`src/rtl/taxi_sfp_port_ctrl.sv`:
```
// taxi_sfp_port_ctrl: per-port SFP+ bring-up sequencer with a shared ms prescaler,
// per-port ms timers and a debounced link-up state machine.
module taxi_sfp_port_ctrl #(
    parameter int CNT      = 2,
    parameter int TICK_CYC = 125000,
    parameter int INIT_MS  = 300,
    parameter int LINK_MS  = 10
) (
    input  logic               clk,
    input  logic               rst,
    input  logic [CNT-1:0]     sfp_npres,
    input  logic [CNT-1:0]     sfp_los,
    input  logic [CNT-1:0]     rx_status,
    input  logic [CNT-1:0]     cfg_enable,
    input  logic [CNT-1:0]     cfg_rs,
    output logic [CNT-1:0]     sfp_tx_disable,
    output logic [CNT-1:0]     sfp_rs,
    output logic [CNT-1:0]     mac_rx_rst,
    output logic [CNT-1:0]     link_up,
    output logic [CNT-1:0]     sfp_led,
    output logic [CNT*3-1:0]   port_state,
    output logic [CNT*8-1:0]   link_down_cnt
);
    localparam int MAX_MS = INIT_MS > LINK_MS ? INIT_MS : LINK_MS;
    localparam int TW     = MAX_MS > 0 ? $clog2(MAX_MS + 1) : 1;
    localparam int PW     = TICK_CYC > 1 ? $clog2(TICK_CYC) : 1;

    typedef enum logic [2:0] {
        ABSENT    = 3'd0,
        INIT      = 3'd1,
        WAIT_SIG  = 3'd2,
        LINK_WAIT = 3'd3,
        UP        = 3'd4
    } state_t;

    logic [CNT-1:0] npres_m, npres_s, los_m, los_s, rx_m, rx_s;
    logic [PW-1:0]  pre;
    logic           tick;

    assign tick = pre == PW'(TICK_CYC - 1);

    always_ff @(posedge clk or posedge rst) begin
        if (rst) begin
            {npres_m, npres_s, los_m, los_s, rx_m, rx_s} <= '0;
            pre    <= '0;
            sfp_rs <= '0;
        end else begin
            {npres_s, los_s, rx_s} <= {npres_m, los_m, rx_m};
            {npres_m, los_m, rx_m} <= {sfp_npres, sfp_los, rx_status};
            pre    <= tick ? '0 : pre + 1'b1;
            sfp_rs <= cfg_rs;
        end
    end

    for (genvar i = 0; i < CNT; i++) begin : g_port
        state_t        state, state_n;
        logic [TW-1:0] tmr, tmr_n;
        logic [7:0]    down_cnt, down_cnt_q;
        logic [2:0]    state_q;
        logic          expired, entry, entry_q, exit_up, txd_q, up_q, mrr_q;

        assign expired = tmr == '0;

        // Absence/disable overrides everything; LINK_WAIT restarts its window on any rx_status drop.
        always_comb begin
            state_n = state;
            tmr_n   = (tick && !expired) ? tmr - 1'b1 : tmr;
            entry   = 1'b0;
            exit_up = 1'b0;
            if (npres_s[i] || !cfg_enable[i]) begin
                state_n = ABSENT;
            end else begin
                case (state)
                    ABSENT: begin
                        state_n = INIT;
                        tmr_n   = TW'(INIT_MS);
                    end
                    INIT: state_n = expired ? WAIT_SIG : INIT;
                    WAIT_SIG: if (!los_s[i]) begin
                        state_n = LINK_WAIT;
                        tmr_n   = TW'(LINK_MS);
                        entry   = 1'b1;
                    end
                    LINK_WAIT: begin
                        if (los_s[i]) state_n = WAIT_SIG;
                        else if (!rx_s[i]) tmr_n = TW'(LINK_MS);
                        else if (expired) state_n = UP;
                    end
                    UP: if (los_s[i] || !rx_s[i]) begin
                        state_n = WAIT_SIG;
                        exit_up = 1'b1;
                    end
                    default: state_n = ABSENT;
                endcase
            end
        end

        always_ff @(posedge clk or posedge rst) begin
            if (rst) begin
                state      <= ABSENT;
                tmr        <= '0;
                down_cnt   <= '0;
                entry_q    <= 1'b0;
                txd_q      <= 1'b1;
                up_q       <= 1'b0;
                mrr_q      <= 1'b0;
                state_q    <= '0;
                down_cnt_q <= '0;
            end else begin
                state      <= state_n;
                tmr        <= tmr_n;
                entry_q    <= entry;
                if (exit_up && down_cnt != 8'hff) down_cnt <= down_cnt + 1'b1;
                txd_q      <= state == ABSENT || state == INIT;
                up_q       <= state == UP;
                mrr_q      <= entry_q;
                state_q    <= state;
                down_cnt_q <= down_cnt;
            end
        end

        assign sfp_tx_disable[i]      = txd_q;
        assign link_up[i]             = up_q;
        assign sfp_led[i]             = up_q;
        assign mac_rx_rst[i]          = mrr_q;
        assign port_state[i*3 +: 3]   = state_q;
        assign link_down_cnt[i*8 +: 8] = down_cnt_q;
    end
endmodule

```
`config.mk`:
```
export PLATFORM = sky130hd
export DESIGN_NAME = taxi_sfp_port_ctrl
export DESIGN_NICKNAME = d
export VERILOG_FILES = /design/src/rtl/taxi_sfp_port_ctrl.sv
export SDC_FILE = /design/constraint.sdc
export NUM_CORES = 1
export LEC_CHECK = 0
export ABC_AREA = 1
export BUFFER_PORTS_ARGS = -buffer_cell sky130_fd_sc_hd__buf_2
export CORE_ASPECT_RATIO = 1.2
export CORE_MARGIN = 3
export CORE_UTILIZATION = 60
export DETAILED_ROUTE_END_ITERATION = 7
export GPL_TIMING_DRIVEN = 0
export PLACE_DENSITY = 0.91
export SLEW_MARGIN = 10
export SYNTH_ARGS = -nofsm -noshare
export SYNTH_HDL_FRONTEND = slang
export SYNTH_SLANG_ARGS = --single-unit
```
`constraint.sdc`:
```
create_clock -name clk -period 5 [get_ports clk]
set_input_delay 0.5 -clock clk [delete_from_list [all_inputs] [get_ports clk]]
set_output_delay 0.5 -clock clk [all_outputs]
set_load 0.05 [all_outputs]
```
==> results.sh, run 1 <==
export IMPL_p_switching_w=0.000354
export IMPL_class_of_the_most_critical_setup_path="flip-flop to flip-flop"
export IMPL_postSynth_topFlopCell="sky130_fd_sc_hd__dfrtp_1"
export IMPL_tritoncts_clock_tree="built"
export IMPL_clock_tree_root_cell="sky130_fd_sc_hd__clkbuf_8"
export IMPL_timing_hold_violations_final=0
export IMPL_timing_worst_slew_pin_value_ns=0.529
export IMPL_routed_wl_mm=9.81
export IMPL_power_density_of_the_placed_cells_nw_per_um2=263
export IMPL_post_drt_via_cell_ratio=5.48
export IMPL_synthTopCellsByArea="sky130_fd_sc_hd__dfrtp_1, sky130_fd_sc_hd__nand2_1, sky130_fd_sc_hd__nor2_1, sky130_fd_sc_hd__nand3_1, sky130_fd_sc_hd__inv_1"
export IMPL_relSlewSlack_pct=64.8
export IMPL_design_final_nets=619
export IMPL_first_pass_iters=5
export IMPL_insertedDiodeCount=0
export IMPL_core_area_um2=7440
export IMPL_dieHeight_um=103
export IMPL_ys_warn_count=0
export IMPL_drcViolationCount=0
export IMPL_worstSkewPairLatency_ns=0.37
export IMPL_synth_edf_count=0
export IMPL_post_synth_top_area_cell="sky130_fd_sc_hd__dfrtp_1"
export IMPL_ioPinCount=44
export IMPL_fin_worst_skew_ns=0.0149
export IMPL_number_of_distinct_library_cell_variants_in_the_gate_level_netlist_after_synthesis=28
export IMPL_clock_power_share_pct=35.7
export IMPL_worstSetupStartpointType="flip-flop"
export IMPL_setup_tns_ns=0
export IMPL_total_power_w=0.00139
export IMPL_final_min_period_over_clock_period_pct=36.2
export IMPL_clock_pin_slew_on_the_worst_setup_and_hold_paths_ns=0.11
export IMPL_cts_made_buffers=9
export IMPL_postSynthRegisterBits=101
export IMPL_run_status="complete, no violations"
export IMPL_detail_route_antenna_nets=0
export IMPL_power_combinational_fraction_pct=4.2
export IMPL_relative_contribution_of_sequential_cells_to_total_power_pct=60.1
export IMPL_fin_crit_ns=1.81
export IMPL_clock_sinks=101
export IMPL_post_cts_setup_buffer_count=0
export IMPL_grt_antenna_before_repair=0
export IMPL_grt_use_total_pct=23.6
export IMPL_fraction_of_power_spent_switching_nets_pct=25.4
export IMPL_setup_viols_final=0
export IMPL_routed_wire_length_per_instance_um=14.1
export IMPL_postCtsResizedCells=0
export IMPL_final_layout_size_suffix_gt1_share_pct=17.8
export IMPL_internal_power_w=0.00104
export IMPL_floorplan_die_area_um2=9010
export IMPL_setup_worst_path_end_class="flip-flop"
export IMPL_synth_cells=547
export IMPL_ys_async_sr_fraction_pct=100
export IMPL_synthesis_area_per_instance_um2=8.67
export IMPL_portion_of_the_post_synthesis_area_used_by_sequential_elements_pct=53.3
export IMPL_num_fill_cells=507
export IMPL_slew_viol_final=0
export IMPL_io_port_bufs=43
export IMPL_cts_hold_repair_buffers=0
export IMPL_core_rowCount=34
export IMPL_grt_remaining_overflow=0
export IMPL_critical_path_required_ns=5.32
export IMPL_vias_in_the_first_global_route=3699
export IMPL_clock_path_buffers=2
export IMPL_postSynthNetCount=564
export IMPL_setup_ws_post_layout_ns=3.19
export IMPL_vdd_drop_max_uv=223
export IMPL_drt_first_iter_violations=355
export IMPL_synthDominantCellAreaShare_pct=52.2
export IMPL_crit_arrival_ns=2.13
export IMPL_rsz_0062_raised_after_global_routing="no"
export IMPL_placement_setup_worst_slack_ns=3.20
export IMPL_min_delay_path_class="input port to async pin"
export IMPL_hpwlAfterDp_mm=6.96
export IMPL_netlist_area_um2=4740
export IMPL_gp_congestion=0.918
export IMPL_grt_first_pass_wirelength_mm=16.6
export IMPL_initial_core_utilization_pct=63.7
export IMPL_achievable_frequency_mhz=552
export IMPL_netlist_top_cells_count="sky130_fd_sc_hd__nand2_1, sky130_fd_sc_hd__dfrtp_1, sky130_fd_sc_hd__nor2_1"
export IMPL_htree_levels=3
export IMPL_cellLeakagePower_nw=2.74
export IMPL_grt_max_degree=59
export IMPL_synthMostInstantiatedCell="sky130_fd_sc_hd__nand2_1"
export IMPL_max_cap_viol_count=0
export IMPL_critical_path_max_fanout=5
export IMPL_die_width_um=87.2
export IMPL_vias=3817
export IMPL_growth_of_design_area_from_synthesis_to_finish_pct=11.6
==> cells by family after synthesis <==
family,synth area share [%]
DFF,53.3
AOI/OAI and AO/OA,2.82
buffers and inverters,6.96
adders and majority gates,1.32
xor gates and xnor gates,5.35
and+or+nand+nor,30.2
==> routing by layer <==
layer,vias up,global-route usage [%],share of wire (%)
li1,1832,-,-
met5,-,0,0
met3,32,3.25,4.4
met1,1814,27.8,38
met2,139,42.4,54
met4,0,11.6,2.7
==> final timing paths <==
path | from | endpoint | slack, ns | depth (start not counted)
worst max register to register | g_port[0].tmr[0] | g_port[0].state[1] | 3.19 | 10
worst min-delay path | rst | sfp_rs[0] | 0.16 | 2
worst max-delay path | g_port[0].tmr[0] | g_port[0].state[1] | 3.19 | 10
worst min register to register | g_port[1].entry_q | g_port[1].mrr_q | 0.36 | 0
min in group clk | sfp_los[0] | los_m[0] | 0.23 | 1
max in group asynchronous | rst | g_port[1].txd_q | 4.14 | 3
==> placed cells by master, fill, tap and decap left out, types with 2 or more instances in the layout <==
master,netlist,routed
sky130_fd_sc_hd__nand2_1,123,123
sky130_fd_sc_hd__dfrtp_1,99,99
sky130_fd_sc_hd__nor2_1,72,72
sky130_fd_sc_hd__inv_1,63,62
sky130_fd_sc_hd__nand3_1,53,53
sky130_fd_sc_hd__buf_2,0,43
sky130_fd_sc_hd__xor2_1,19,19
sky130_fd_sc_hd__nor3_1,13,13
sky130_fd_sc_hd__nand4_1,11,11
sky130_fd_sc_hd__xnor2_1,10,10
sky130_fd_sc_hd__nor2_2,9,9
sky130_fd_sc_hd__a21oi_1,9,9
sky130_fd_sc_hd__inv_2,9,9
sky130_fd_sc_hd__clkbuf_8,0,9
sky130_fd_sc_hd__o21ai_0,8,8
sky130_fd_sc_hd__buf_4,8,8
sky130_fd_sc_hd__nor2_4,6,6
sky130_fd_sc_hd__nand2_2,5,5
sky130_fd_sc_hd__ha_1,5,5
sky130_fd_sc_hd__nand3b_1,4,4
sky130_fd_sc_hd__o21ai_1,4,4
sky130_fd_sc_hd__o211ai_1,3,3
sky130_fd_sc_hd__nand3_2,3,3
sky130_fd_sc_hd__nor3_2,3,3
sky130_fd_sc_hd__nor3_4,2,2
sky130_fd_sc_hd__inv_8,0,2
sky130_fd_sc_hd__clkinv_4,0,2
sky130_fd_sc_hd__dfstp_2,2,2
==> power groups by stage <==
stage	clock network, W	logic, W	registers (W)
finish	0.000497	0.0000589	0.000838
global route	0.000535	0.0000662	0.000840
CTS	0.000506	0.0000600	0.000838
detailed placement	0	0.0000588	0.000854
global placement	0	0.0000538	0.000853
floorplan	0	0.0000350	0.000858
==> critical path: stages (launching register included) <==
cell	delay [ns]
sky130_fd_sc_hd__dfrtp_1	0.39
sky130_fd_sc_hd__inv_1	0.14
sky130_fd_sc_hd__ha_1	0.21
sky130_fd_sc_hd__nand3_1	0.10
sky130_fd_sc_hd__inv_1	0.15
sky130_fd_sc_hd__nand2_1	0.11
sky130_fd_sc_hd__nor2_1	0.29
sky130_fd_sc_hd__nand2_1	0.11
sky130_fd_sc_hd__nand3b_1	0.10
sky130_fd_sc_hd__nand3_1	0.10
sky130_fd_sc_hd__nand2_1	0.08
==> layout make-up <==
type                       instances  area (um2)  area share, %
buffer                             8        60.1           1.13
clock buffer                      10         128           2.41
clock inverter                     6        65.1           1.23
inverter                          72         273           5.15
multi-input combinational        366        1880           35.6
sequential                       101        2530           47.8
tap                               90         113           2.13
timing repair buffer              44         243           4.59
==> flip-flops by register name, summed over array words and instances (netlist names), 6 cells and up <==
| signal | cells |
|---|---|
| g_port.state | 6 |
| pre | 17 |
| g_port.tmr | 18 |
| g_port.down_cnt | 16 |
| g_port.state_q | 6 |
| g_port.down_cnt_q | 16 |
==> stage by stage <==
stage / instances / instance area (um2) / hold slack, ns / utilization [%]
finish: 697 / 5290 / 0.156 / 71.1
global route: 697 / 5290 / 0.213 / 71.1
CTS: 697 / 5290 / 0.178 / 71.1
detailed placement: 681 / 5100 / 0.336 / 68.5
global placement: 680 / 5070 / 0.332 / 68.1
floorplan: 547 / 4740 / 0.331 / -
(Power assumes the default switching activity.)
==> run 2, diff against run 1 <==
ABC_AREA = 0   (was 1)
CORE_UTILIZATION = 53   (was 60)
PLACE_DENSITY = 0.87   (was 0.91)
clock period = 1.6 ns   (was 5 ns; I/O delays follow)
==> run 2 against run 1 <==
Net effect:
- the flow now finishes with violations (setup timing)
- non-clock buffer count up 83
- first-iteration DRC count down 6.5%
- critical endpoint is now g_port[1].tmr[8]
- synthesized area down 7.3%
- sequential share of layout area down 6.8 points
- critical path type unchanged
- sequential cell count unchanged
- combinational power rose to 5.6 times the previous value
- worst setup slack worse by 3.5 ns
- fmax down 5.3%
- sequential power rose to 3.2 times the previous value
==> results.sh, run 2 <==
export IMPL_run_status="finished with violations"
export IMPL_failing_checks="setup timing"
export IMPL_timing_hold_worst_endpoint="g_port[0].entry_q"
export IMPL_synthTopCellsByArea="sky130_fd_sc_hd__dfrtp_1, sky130_fd_sc_hd__xor2_1, sky130_fd_sc_hd__nand3_1, sky130_fd_sc_hd__nand2_1, sky130_fd_sc_hd__nor2_1"
export IMPL_num_fill_cells=369
export IMPL_holdCritStartpoint="cfg_enable[0]"
export IMPL_grt_remaining_overflow=0
export IMPL_clock_path_buffers=2
export IMPL_gr_usage_met3_pct=6.02
export IMPL_clock_sinks=101
export IMPL_ys_async_sr_fraction_pct=100
export IMPL_critical_path_required_ns=1.88
export IMPL_achievable_frequency_mhz=523
export IMPL_min_delay_path_class="input port to flip-flop"
export IMPL_timing_worst_slew_pin_value_ns=0.643
export IMPL_worstSetupStartpointType="flip-flop"
export IMPL_total_power_w=0.00462
export IMPL_routed_wire_length_per_instance_um=22.5
export IMPL_critical_path_max_fanout=3
export IMPL_htree_levels=3
export IMPL_power_density_of_the_placed_cells_nw_per_um2=742
export IMPL_vias=3933
export IMPL_timing_reg2reg_setup_slack_ns=-0.31
export IMPL_core_rowCount=35
export IMPL_postSynth_topFlopCell="sky130_fd_sc_hd__dfrtp_1"
export IMPL_clock_pin_slew_on_the_worst_setup_and_hold_paths_ns=0.12
export IMPL_vdd_drop_max_uv=453
export IMPL_grt_util_met2_pct=43.1
export IMPL_first_pass_iters=5
export IMPL_grt_use_total_pct=25.5
export IMPL_grt_first_pass_wirelength_mm=18.6
export IMPL_cellLeakagePower_nw=2.77
export IMPL_class_of_the_most_critical_setup_path="flip-flop to flip-flop"
export IMPL_tritoncts_clock_tree="built"
export IMPL_final_min_period_over_clock_period_pct=120
export IMPL_fin_crit_ns=1.91
export IMPL_final_design_area_no_fill_um2=6230
export IMPL_top_regs="g_port.tmr (18), pre (17)"
export IMPL_portion_of_the_post_synthesis_area_used_by_sequential_elements_pct=57.5
export IMPL_setup_viols_final=37
export IMPL_drcViolationCount=0
export IMPL_globalRouteMet1Util_pct=30.0
export IMPL_largest_reg_flops=18
export IMPL_synth_edf_count=0
export IMPL_crit_arrival_ns=2.19
export IMPL_grt_antenna_before_repair=0
export IMPL_timing_hold_violations_final=0
export IMPL_rsz_0062_raised_after_global_routing="yes"
export IMPL_initial_core_utilization_pct=55.8
export IMPL_critPathMaxStageDelay_ns=0.43
export IMPL_ys_warn_count=0
export IMPL_slew_viol_final=0
export IMPL_post_synth_top_area_cell="sky130_fd_sc_hd__dfrtp_1"
export IMPL_die_width_um=89.2
export IMPL_worstSkewPairLatency_ns=0.38
export IMPL_synthDominantCellAreaShare_pct=56.3
export IMPL_critical_path_slowest_cell="sky130_fd_sc_hd__or4_1"
export IMPL_gr_max_usage_layer="met2"
export IMPL_relSlewSlack_pct=57.0
export IMPL_setup_worst_path_end_class="flip-flop"
export IMPL_worst_hold_path_num_cells=3
export IMPL_timing_reg2reg_worst_path_depth=6
export IMPL_io_port_bufs=43
export IMPL_routed_wl_mm=13.5
export IMPL_postSynthRegisterBits=101
export IMPL_number_of_distinct_library_cell_variants_in_the_gate_level_netlist_after_synthesis=63
export IMPL_max_cap_viol_count=0
export IMPL_hpwlAfterDp_mm=5.94
export IMPL_gp_congestion=0.833
export IMPL_final_cell_mix="sky130_fd_sc_hd__dfrtp_1, sky130_fd_sc_hd__buf_4, sky130_fd_sc_hd__buf_2"
export IMPL_ioPinCount=44
export IMPL_floorplan_die_area_um2=9430
export IMPL_vias_in_the_first_global_route=3822
export IMPL_finalNonFillerCells=601
export IMPL_synthMostInstantiatedCell="sky130_fd_sc_hd__dfrtp_1"
export IMPL_registers_top_by_ff_count="g_port.tmr"
export IMPL_commonest_non_fill_non_tap_cell_in_the_layout="sky130_fd_sc_hd__dfrtp_1"
export IMPL_r2r_end="g_port[1].tmr[8]"
export IMPL_post_place_cells=518
export IMPL_dieHeight_um=106
export IMPL_synth_cells=380
export IMPL_placement_setup_worst_slack_ns=-0.527
export IMPL_cell_area_reported_after_detailed_placement_um2=5010
export IMPL_drt_first_iter_violations=332
export IMPL_core_area_um2=7880
export IMPL_netlist_top_cells_count="sky130_fd_sc_hd__dfrtp_1, sky130_fd_sc_hd__nand2_1, sky130_fd_sc_hd__nor2_1"
export IMPL_fin_worst_skew_ns=0.0187
export IMPL_synthesis_area_per_instance_um2=11.6
export IMPL_netlist_area_um2=4400
export IMPL_setup_ws_post_layout_ns=-0.313
export IMPL_final_layout_size_suffix_gt1_share_pct=47.5
export IMPL_postSynthNetCount=397
export IMPL_worstPathCellList="ha_4, nand4_1, nand4b_1, buf_4, or4_1, a31o_2"
export IMPL_grt_max_degree=41
export IMPL_detail_route_antenna_nets=0
export IMPL_clock_tree_root_cell="sky130_fd_sc_hd__clkbuf_8"
export IMPL_insertedDiodeCount=0
export IMPL_cts_made_buffers=9
export IMPL_crit_reg2reg_launch="pre[0]"
export IMPL_post_drt_via_cell_ratio=6.54
export IMPL_design_final_nets=521
export IMPL_growth_of_design_area_from_synthesis_to_finish_pct=41.6
==> run 2: cell count changes after synthesis, moves of 10 or more <==
cell	before	now
sky130_fd_sc_hd__nand2_1	123	21
sky130_fd_sc_hd__nor4_1	1	12
sky130_fd_sc_hd__nor2_1	72	21
sky130_fd_sc_hd__nand2b_1	0	10
sky130_fd_sc_hd__nand3_1	53	17
sky130_fd_sc_hd__inv_1	63	13
==> run 2: worst max path at each step <==
| stage | start | to | slack [ns] | cells after the start |
|---|---|---|---|---|
| finish | pre[0] | g_port[1].tmr[8] | -0.31 | 6 |
| floorplan | pre[0] | g_port[1].tmr[5] | -0.14 | 6 |
| global route | pre[10] | g_port[1].tmr[5] | -0.40 | 5 |
| CTS | pre[3] | g_port[1].tmr[8] | -0.21 | 5 |
| global placement | rst | g_port[1].tmr[2] | -0.48 | 2 |
| detailed placement | pre[3] | g_port[1].tmr[3] | -0.53 | 6 |
==> run 2: final cells by class <==
| type | instances | area, um2 | area share (%) |
|---|---|---|---|
| clock buffers | 9 | 124 | 1.99 |
| multi-input cells | 244 | 2270 | 36.5 |
| flip-flops and latches | 101 | 2550 | 41.0 |
| clock inverters | 7 | 65.1 | 1.04 |
| plain buffers | 17 | 155 | 2.49 |
| well taps | 92 | 115 | 1.85 |
| repair buffers | 118 | 895 | 14.4 |
| inverters | 13 | 52.6 | 0.844 |
==> run 2: cells by family after synthesis <==
kind of cell	synth area share, %
AO/OA/AOI/OAI	9.67
XOR/XNOR	5.58
adder cells (fa/ha/maj)	1.42
buffers and inverters	4.21
flip-flops	57.5
multiplexers	1.02
AND/OR/NAND/NOR	20.6
==> run 2: per-layer routing <==
metal / share of wire, % / wire [um]
met1: 37 / 4940
met2: 52 / 6980
met3: 6.5 / 876
met4: 5.3 / 714
met5: 0 / 0
==> run 2: metrics by stage <==
step	setup TNS [ns]	utilization (%)	hold WS (ns)
2_1_floorplan	-1.10	-	0.191
3_3_place_gp	-42.29	62.6	0.269
3_5_place_dp	-10.89	63.5	0.198
4_1_cts	-2.41	74.2	0.220
5_1_grt	-7.66	79.0	0.239
6_report	-5.11	79.0	0.243
==> run 2: timing repair <==
action,4_1_cts,5_1_grt
pin swaps,29,38
hold endpoints to repair,25,0
buffers inserted,39,24
gates resized for setup,67,52
hold buffers,9,0
setup endpoints to repair,47,49
==> run 2: worst max-delay path: cells and delay by family (launching register included) <==
kind	cells	cell delay, ns
buf+inv	1	0.19
flops	1	0.41
fa+ha+maj	1	0.15
compound gates	1	0.23
simple gates	3	0.83
==> run 2: where the power goes <==
part / internal [W] / switching (W) / leakage, nW
logic: 0.000129 / 0.000200 / 1.40
clock network: 0.000609 / 0.00103 / 0.0995
registers: 0.00260 / 0.0000501 / 1.27
